## config.mk

```make
export PLATFORM = sky130hd
export DESIGN_NAME = csr_hpm_flat
export DESIGN_NICKNAME = d
export VERILOG_FILES = /design/src/rtl/csr_hpm_pkg.sv /design/src/rtl/csr_hpm_if.sv /design/src/rtl/csr_hpm_counter.sv /design/src/rtl/csr_hpm.sv /design/src/flat_wrapper.sv
export SDC_FILE = /design/constraint.sdc
export NUM_CORES = 2
export LEC_CHECK = 0
export CORE_ASPECT_RATIO = 2
export CORE_MARGIN = 10
export CORE_UTILIZATION = 45
export CTS_CLUSTER_DIAMETER = 40
export DETAILED_ROUTE_END_ITERATION = 6
export DONT_BUFFER_PORTS = 1
export GPL_TIMING_DRIVEN = 0
export HOLD_SLACK_MARGIN = 0.1
export SLEW_MARGIN = 15
export SYNTH_ARGS = -nofsm -noshare
export SYNTH_HDL_FRONTEND = slang
export SYNTH_SLANG_ARGS = --single-unit
```

## constraint.sdc

```tcl
create_clock -name clock -period 14.7 [get_ports clock]
set_clock_uncertainty 0.05 [all_clocks]
set_input_delay 2.205 -clock clock [delete_from_list [all_inputs] [get_ports clock]]
set_output_delay 2.205 -clock clock [all_outputs]
set_load 0.005 [all_outputs]
```

## src/rtl/csr_hpm_pkg.sv

```systemverilog
// Shared CSR addresses, event-selector register type and address helpers
// for the machine-mode counter/performance-monitor block.
package csr_hpm_pkg;

    localparam logic [11:0] csr_mcycle            = 12'hB00;
    localparam logic [11:0] csr_minstret          = 12'hB02;
    localparam logic [11:0] csr_mcycleh           = 12'hB80;
    localparam logic [11:0] csr_minstreth         = 12'hB82;
    localparam logic [11:0] csr_mcountinhibit     = 12'h320;
    localparam logic [11:0] csr_mhpmevent_base    = 12'h323;
    localparam logic [11:0] csr_mhpmcounter_base  = 12'hB03;
    localparam logic [11:0] csr_mhpmcounterh_base = 12'hB83;

    typedef struct packed {
        logic       of;
        logic [7:0] sel;
    } hpm_event_reg_type;

    localparam hpm_event_reg_type hpm_event_reg_init = '{of: 1'b0, sel: 8'h00};

    // Counter slot k: 0 = mcycle, 1 = minstret, 2.. = mhpmcounter3..
    function automatic logic [11:0] cnt_lo_addr(int k);
        if (k == 0) return csr_mcycle;
        if (k == 1) return csr_minstret;
        return csr_mhpmcounter_base + 12'(k - 2);
    endfunction

    function automatic logic [11:0] cnt_hi_addr(int k);
        if (k == 0) return csr_mcycleh;
        if (k == 1) return csr_minstreth;
        return csr_mhpmcounterh_base + 12'(k - 2);
    endfunction

endpackage

```

## src/rtl/csr_hpm_if.sv

```systemverilog
// CSR read/write port between the machine CSR file and the counter block.
interface csr_hpm_if;
    logic        rden;
    logic [11:0] raddr;
    logic [31:0] rdata;
    logic        rhit;
    logic        wren;
    logic [11:0] waddr;
    logic [31:0] wdata;

    modport master (output rden, raddr, wren, waddr, wdata, input rdata, rhit);
    modport slave  (input rden, raddr, wren, waddr, wdata, output rdata, rhit);
endinterface

```

## src/rtl/csr_hpm_counter.sv

```systemverilog
// One CW-bit counter with split 32-bit low/high CSR write and wrap detect.
module hpm_counter
    import csr_hpm_pkg::*;
#(
    parameter int CW = 64
) (
    input  logic          clock,
    input  logic          reset,
    input  logic          inc,
    input  logic          wr_lo,
    input  logic          wr_hi,
    input  logic [31:0]   wdata,
    output logic [CW-1:0] cnt,
    output logic          wrap
);

    logic [CW-1:0] cnt_q, cnt_d;

    // A CSR write owns the cycle: the other half holds and no increment happens.
    always_comb begin
        cnt_d = cnt_q;
        wrap  = 1'b0;
        if (wr_lo) begin
            cnt_d[31:0] = wdata;
        end else if (wr_hi) begin
            cnt_d[CW-1:32] = wdata[CW-33:0];
        end else if (inc) begin
            cnt_d = cnt_q + CW'(1);
            wrap  = &cnt_q;
        end
    end

    always_ff @(posedge clock or posedge reset) begin
        if (reset) cnt_q <= '0;
        else       cnt_q <= cnt_d;
    end

    assign cnt = cnt_q;

endmodule

```

## src/rtl/csr_hpm.sv

```systemverilog
// Machine counter/performance-monitor CSRs: mcycle, minstret, NCNT hpm
// counters with event selectors, mcountinhibit and overflow interrupt.
module csr_hpm
    import csr_hpm_pkg::*;
#(
    parameter int NCNT = 4,
    parameter int CW   = 64,
    parameter int NEVT = 16
) (
    input  logic            clock,
    input  logic            reset,
    csr_hpm_if.slave        bus,
    input  logic            retire,
    input  logic [NEVT-1:0] events,
    output logic            ovf_irq
);

    localparam int NC = NCNT + 2;
    // Writable inhibit bits: CY (0), IR (2) and HPM 3..3+NCNT-1.
    localparam logic [31:0] INH_MASK = 32'(((64'd1 << (NCNT + 3)) - 64'd8) | 64'd5);

    logic [CW-1:0]     cnt [NC];
    logic [63:0]       cnt_ext [NC];
    logic [NC-1:0]     inc, wr_lo, wr_hi, wrap;
    logic [1:0]        wrap_unused;
    logic [255:0]      evt_pad;
    hpm_event_reg_type evt_q [NCNT];
    hpm_event_reg_type evt_d [NCNT];
    logic [31:0]       inh_q, inh_d;
    logic              ovf_irq_q, ovf_irq_d;
    logic              rhit_c;
    logic [31:0]       rdata_c;

    for (genvar k = 0; k < NC; k++) begin : g_cnt
        hpm_counter #(.CW(CW)) u_cnt (
            .clock (clock),
            .reset (reset),
            .inc   (inc[k]),
            .wr_lo (wr_lo[k]),
            .wr_hi (wr_hi[k]),
            .wdata (bus.wdata),
            .cnt   (cnt[k]),
            .wrap  (wrap[k])
        );
        assign cnt_ext[k] = 64'(cnt[k]);
    end

    // mcycle and minstret carry no overflow flag.
    assign wrap_unused = wrap[1:0];

    // Bit 0 stays zero so sel=0 and sel>NEVT both select a constant-low event.
    always_comb begin
        evt_pad          = '0;
        evt_pad[NEVT:1]  = events;
    end

    always_comb begin
        wr_lo = '0;
        wr_hi = '0;
        for (int k = 0; k < NC; k++) begin
            wr_lo[k] = bus.wren && (bus.waddr == cnt_lo_addr(k));
            wr_hi[k] = bus.wren && (bus.waddr == cnt_hi_addr(k));
        end
    end

    always_comb begin
        inc    = '0;
        inc[0] = ~inh_q[0];
        inc[1] = retire & ~inh_q[2];
        for (int i = 0; i < NCNT; i++) begin
            inc[2+i] = ~inh_q[3+i] & evt_pad[evt_q[i].sel];
        end
    end

    // Overflow set takes priority over a clearing mhpmevent write.
    always_comb begin
        ovf_irq_d = 1'b0;
        for (int i = 0; i < NCNT; i++) begin
            evt_d[i] = evt_q[i];
            if (bus.wren && (bus.waddr == csr_mhpmevent_base + 12'(i))) begin
                evt_d[i].sel = bus.wdata[7:0];
                evt_d[i].of  = bus.wdata[31];
            end
            if (wrap[2+i]) evt_d[i].of = 1'b1;
            ovf_irq_d = ovf_irq_d | evt_q[i].of;
        end
        inh_d = inh_q;
        if (bus.wren && (bus.waddr == csr_mcountinhibit)) inh_d = bus.wdata & INH_MASK;
    end

    always_ff @(posedge clock or posedge reset) begin
        if (reset) begin
            for (int i = 0; i < NCNT; i++) evt_q[i] <= hpm_event_reg_init;
            inh_q     <= '0;
            ovf_irq_q <= 1'b0;
        end else begin
            for (int i = 0; i < NCNT; i++) evt_q[i] <= evt_d[i];
            inh_q     <= inh_d;
            ovf_irq_q <= ovf_irq_d;
        end
    end

    always_comb begin
        rhit_c  = 1'b0;
        rdata_c = '0;
        for (int k = 0; k < NC; k++) begin
            if (bus.raddr == cnt_lo_addr(k)) begin
                rhit_c  = 1'b1;
                rdata_c = cnt_ext[k][31:0];
            end
            if (bus.raddr == cnt_hi_addr(k)) begin
                rhit_c  = 1'b1;
                rdata_c = cnt_ext[k][63:32];
            end
        end
        for (int i = 0; i < NCNT; i++) begin
            if (bus.raddr == csr_mhpmevent_base + 12'(i)) begin
                rhit_c  = 1'b1;
                rdata_c = {evt_q[i].of, 23'b0, evt_q[i].sel};
            end
        end
        if (bus.raddr == csr_mcountinhibit) begin
            rhit_c  = 1'b1;
            rdata_c = inh_q;
        end
    end

    assign bus.rhit  = rhit_c;
    assign bus.rdata = bus.rden ? rdata_c : 32'd0;
    assign ovf_irq   = ovf_irq_q;

endmodule

```

## src/flat_wrapper.sv

```systemverilog
// flat-port wrapper written by rule: the top's interface ports become plain ports
module csr_hpm_flat import csr_hpm_pkg::*;
#(
    parameter int NCNT = 4,
    parameter int CW   = 64,
    parameter int NEVT = 16
)
  (clock, reset, retire, events, ovf_irq, bus_rden, bus_raddr, bus_wren, bus_waddr, bus_wdata, bus_rdata, bus_rhit);
  csr_hpm_if bus_i ();
  input  logic clock;
  input  logic reset;
  input  logic retire;
  input  logic [NEVT-1:0] events;
  output logic ovf_irq;
  input wire logic [$bits(bus_i.rden)-1:0] bus_rden;
  input wire logic [$bits(bus_i.raddr)-1:0] bus_raddr;
  input wire logic [$bits(bus_i.wren)-1:0] bus_wren;
  input wire logic [$bits(bus_i.waddr)-1:0] bus_waddr;
  input wire logic [$bits(bus_i.wdata)-1:0] bus_wdata;
  output wire logic [$bits(bus_i.rdata)-1:0] bus_rdata;
  output wire logic [$bits(bus_i.rhit)-1:0] bus_rhit;
  assign bus_i.rden = bus_rden;
  assign bus_i.raddr = bus_raddr;
  assign bus_i.wren = bus_wren;
  assign bus_i.waddr = bus_waddr;
  assign bus_i.wdata = bus_wdata;
  assign bus_rdata = bus_i.rdata;
  assign bus_rhit = bus_i.rhit;
  csr_hpm #(.NCNT(NCNT), .CW(CW), .NEVT(NEVT)) u_core (.clock(clock), .reset(reset), .bus(bus_i), .retire(retire), .events(events), .ovf_irq(ovf_irq));
endmodule
```

==> metrics.md <==
| Metric | Value |
|---|---|
| Place WS | `around 6 ns` |
| Synth Instances | `around 3600` |
| Die Span Y | `about 380 um` |
| WHS Path Cells | `1` |
| H-tree levels | `2` |
| Failing checks | `design-rule violations, max-capacitance violations` |
| Yosys top cell area share | `0.360` |
| Final hold vios | `0` |
| Synth async-reset ratio | `1.00` |
| Die Width | `approximately 200 um` |
| Min-delay worst type | `flop to flop` |
| Fin crit share | `0.619` |
| Worst skew pair latency | `between 0.6 and 0.7 ns` |
| Top cells by area, synth | `dfrtp_1 36%, nand2_1 5.8%, o21ai_0 4.3%` |
| First-pass DRT Iterations | `7` |
| Share of cells above drive strength 1 | `0.0874` |
| Post-Layout Inst Area | `~33000 sq um` |
| Data arrival, critical path | `6.84 ns` |
| Final-report max-slew violation count | `0` |
| Vias in the first global route | `32900` |
| Hold Path End | `u_core.evt_q[14]` |
| First-pass GRT wire length | `258 mm` |
| Total grt overflow | `0` |
| Core Area | `approximately 66000 sq um` |
| Row cnt | `133` |
| TritonCTS buffer count | `between 50 and 60` |
| Die Area | `roughly 77000 sq um` |
| Worst r2r dst | `u_core.g_cnt[2].u_cnt.cnt[21]` |
| Critical path launch point | `bus_raddr[9]` |
| Fin crit period | `between 9 and 10 ns` |
| Post-CTS resize count | `0` |
| HP Start | `u_core.evt_q[14]` |
| Hold WS | `0.491 ns` |
| CP Capture Type | `output pin` |
| Fillcell total | `about 6700` |
| Pin count of the biggest net entering global routing | `100` |
| Main synth FF type | `dfrtp_1` |
| Critical path class | `primary input to output pin` |
| Finished Layout Cells | `between 4000 and 5000` |
| Synth cell types | `between 100 and 150` |
| Routed wire per std cell | `approximately 40 um` |
| Detailed Route Iter0 Violations | `roughly 3900` |
| Fmax | `between 100 and 150 MHz` |
| Vias | `between 30000 and 40000` |
| Synth-to-layout area growth | `12.2%` |
| Syn Std Cell Area | `a little under 30000 sq um` |
| Final count of negative-setup-slack endpoints | `0` |
| Clock Sinks | `approximately 430` |
| Worst-Margin Slew | `between 1 and 1.5 ns` |
| IO Port Bufs | `0` |
| Post-Place Cells | `roughly 4500` |
| Clock tree buffer depth | `3` |
| Slew Limit Headroom | `0.00772` |
| Max VDD drop | `between 0.1 and 0.15 mV` |
| Req. time, crit path | `12.44 ns` |
| Worst-path clk slew | `approximately 0.06 ns` |
| RSZ-0062 raised after global routing | `no` |
| Gr usage total | `0.471` |
| Initial antenna violation count | `10` |
| DRC violations left | `5` |
| CTS tree | `yes` |
| Setup bufs post-CTS | `0` |
| Placer congestion estimate | `around 1.1` |
| R2R Path Start | `u_core.evt_q[27]` |
| Initial Utilization | `0.453` |
| Final HPWL DP | `142 mm` |
| Crit path launch type | `primary input` |
| Max Cap Violations | `1` |
| Placed inst area | `approximately 31000 sq um` |
| Hold_buf cts | `0` |
| Final core area utilization | `0.508` |
| Mapped Avg Cell Area | `roughly 8.2 sq um` |
| Pwr/cell area | `between 90 and 100 nW/um^2` |
| Routed wire length | `roughly 190 mm` |
| Area leader, netlist | `dfrtp_1` |
| R2r setup slk | `about 11 ns` |
| Ys Warns | `0` |
| Final #Nets | `roughly 3800` |
| Status | `finished, violations left` |
| R2R depth | `9` |
| Number of synthesized flops with an enable pin | `0` |
| Post-synthesis sequential area ratio | `0.360` |
| Syn nets | `roughly 3700` |
| CTS Root Cell | `clkbuf_16` |
| Vias per cell | `between 7 and 8` |
| #FFs+latches synth | `427` |
| Ports | `around 110` |
| Setup WS post-layout | `around 5.6 ns` |
| Leakage | `~12 nW` |
| Final ANT Viol Nets | `0` |
| Max FO, Critical Path | `10` |
==> placed cells by master (no fill, tap or decap), types with 88 or more instances in the layout <==
| master | count |
|---|---|
| nand4_1 | 138 |
| nand2_1 | 459 |
| dfrtp_1 | 427 |
| clkbuf_1 | 165 |
| nand3_1 | 201 |
| a21oi_1 | 167 |
| nor3_1 | 139 |
| o22ai_1 | 88 |
| nor2_1 | 313 |
| xnor2_1 | 135 |
| o21ai_0 | 253 |
==> cells by family (layout without fill, tap and decap cells) <==
logic type | count (synthesis) | after routing | share of synthesized area
muxes | 112 | 112 | 0.0443
DFF | 427 | 427 | 0.360
other | 0 | 25 | 0
adders and majority gates | 6 | 6 | 0.00253
buffers and inverters | 296 | 415 | 0.0400
and+or+nand+nor | 1646 | 1646 | 0.285
xor gates and xnor gates | 213 | 213 | 0.0628
AOI/OAI and AO/OA | 935 | 935 | 0.206
==> report_power, final <==
group / switching (mW) / total [mW] / internal, mW
clock: 0.652 / 1.52 / 0.863
combinational: 0.175 / 0.246 / 0.0708
sequential: 0.0745 / 1.28 / 1.21
==> worst max-delay path by stage <==
stage	to	slack [ns]	depth (start not counted)
after floorplan	u_core.evt_q[0]	0.56	1
after global placement	u_core.g_cnt[5].u_cnt.cnt[45]	-5.47	1
after detailed placement	bus_rdata[11]	5.93	8
after CTS	bus_rdata[11]	5.92	8
after global routing	bus_rdata[24]	5.80	10
final	bus_rdata[21]	5.60	10
==> cell type report <==
cell class,instances,area [sq um],share of cell area
buffer,258,1080,0.0325
sequential,427,10700,0.321
multi-input combinational,2912,17900,0.537
timing repair buffer,17,389,0.0117
clock inverter,36,435,0.0131
antenna,25,62.6,0.00188
tap,877,1100,0.0329
inverter,38,150,0.00450
clock buffer,66,1530,0.0459
==> per-layer routing <==
layer	wire, um	share of wire	track usage
met1	57000	0.30	0.447
met2	86800	0.46	0.767
met3	17100	0.091	0.126
met4	26900	0.14	0.549
met5	18	0.000096	0
==> synth_stat cells (18+ instances only) <==
library cell,instances
a31oi_1,42
and2_1,29
a221o_1,28
dfrtp_1,427
a21oi_1,167
inv_1,38
buf_2,41
mux2_2,45
nand3_1,201
o211ai_1,39
nand4_1,138
clkbuf_1,193
o21ai_0,253
nor3_1,140
a22oi_1,50
xor2_1,78
and3_1,71
nor4_1,76
and4_1,42
o22ai_1,88
xnor2_1,135
or4_1,23
or3_1,27
a211oi_1,37
nor2_1,313
o21ai_1,18
nand2_1,459
mux2i_1,56
==> worst max-delay path: stages <==
cell	delay (ns)
and3b_1	0.16
clkbuf_1	0.24
clkbuf_1	0.39
nand4_1	0.35
clkbuf_1	0.62
buf_1	0.64
nor2_1	0.42
a2111oi_1	1.07
o22ai_1	0.35
a31oi_1	0.36
==> sequential cells by signal (all words and copies together) (netlist names) <==
signal and flops:
u_core.g_cnt.u_cnt.cnt 384, u_core.evt_q 36, u_core.inh_q 6, u_core.ovf_irq 1
==> through the flow <==
stage,setup TNS [ns],power (mW)
final,0,3.05
after global routing,0,3.08
after CTS,0,3.02
after detailed placement,0,1.53
after global placement,-2276.06,1.52
after floorplan,0,1.40
Power figures use the tool's default switching activity.
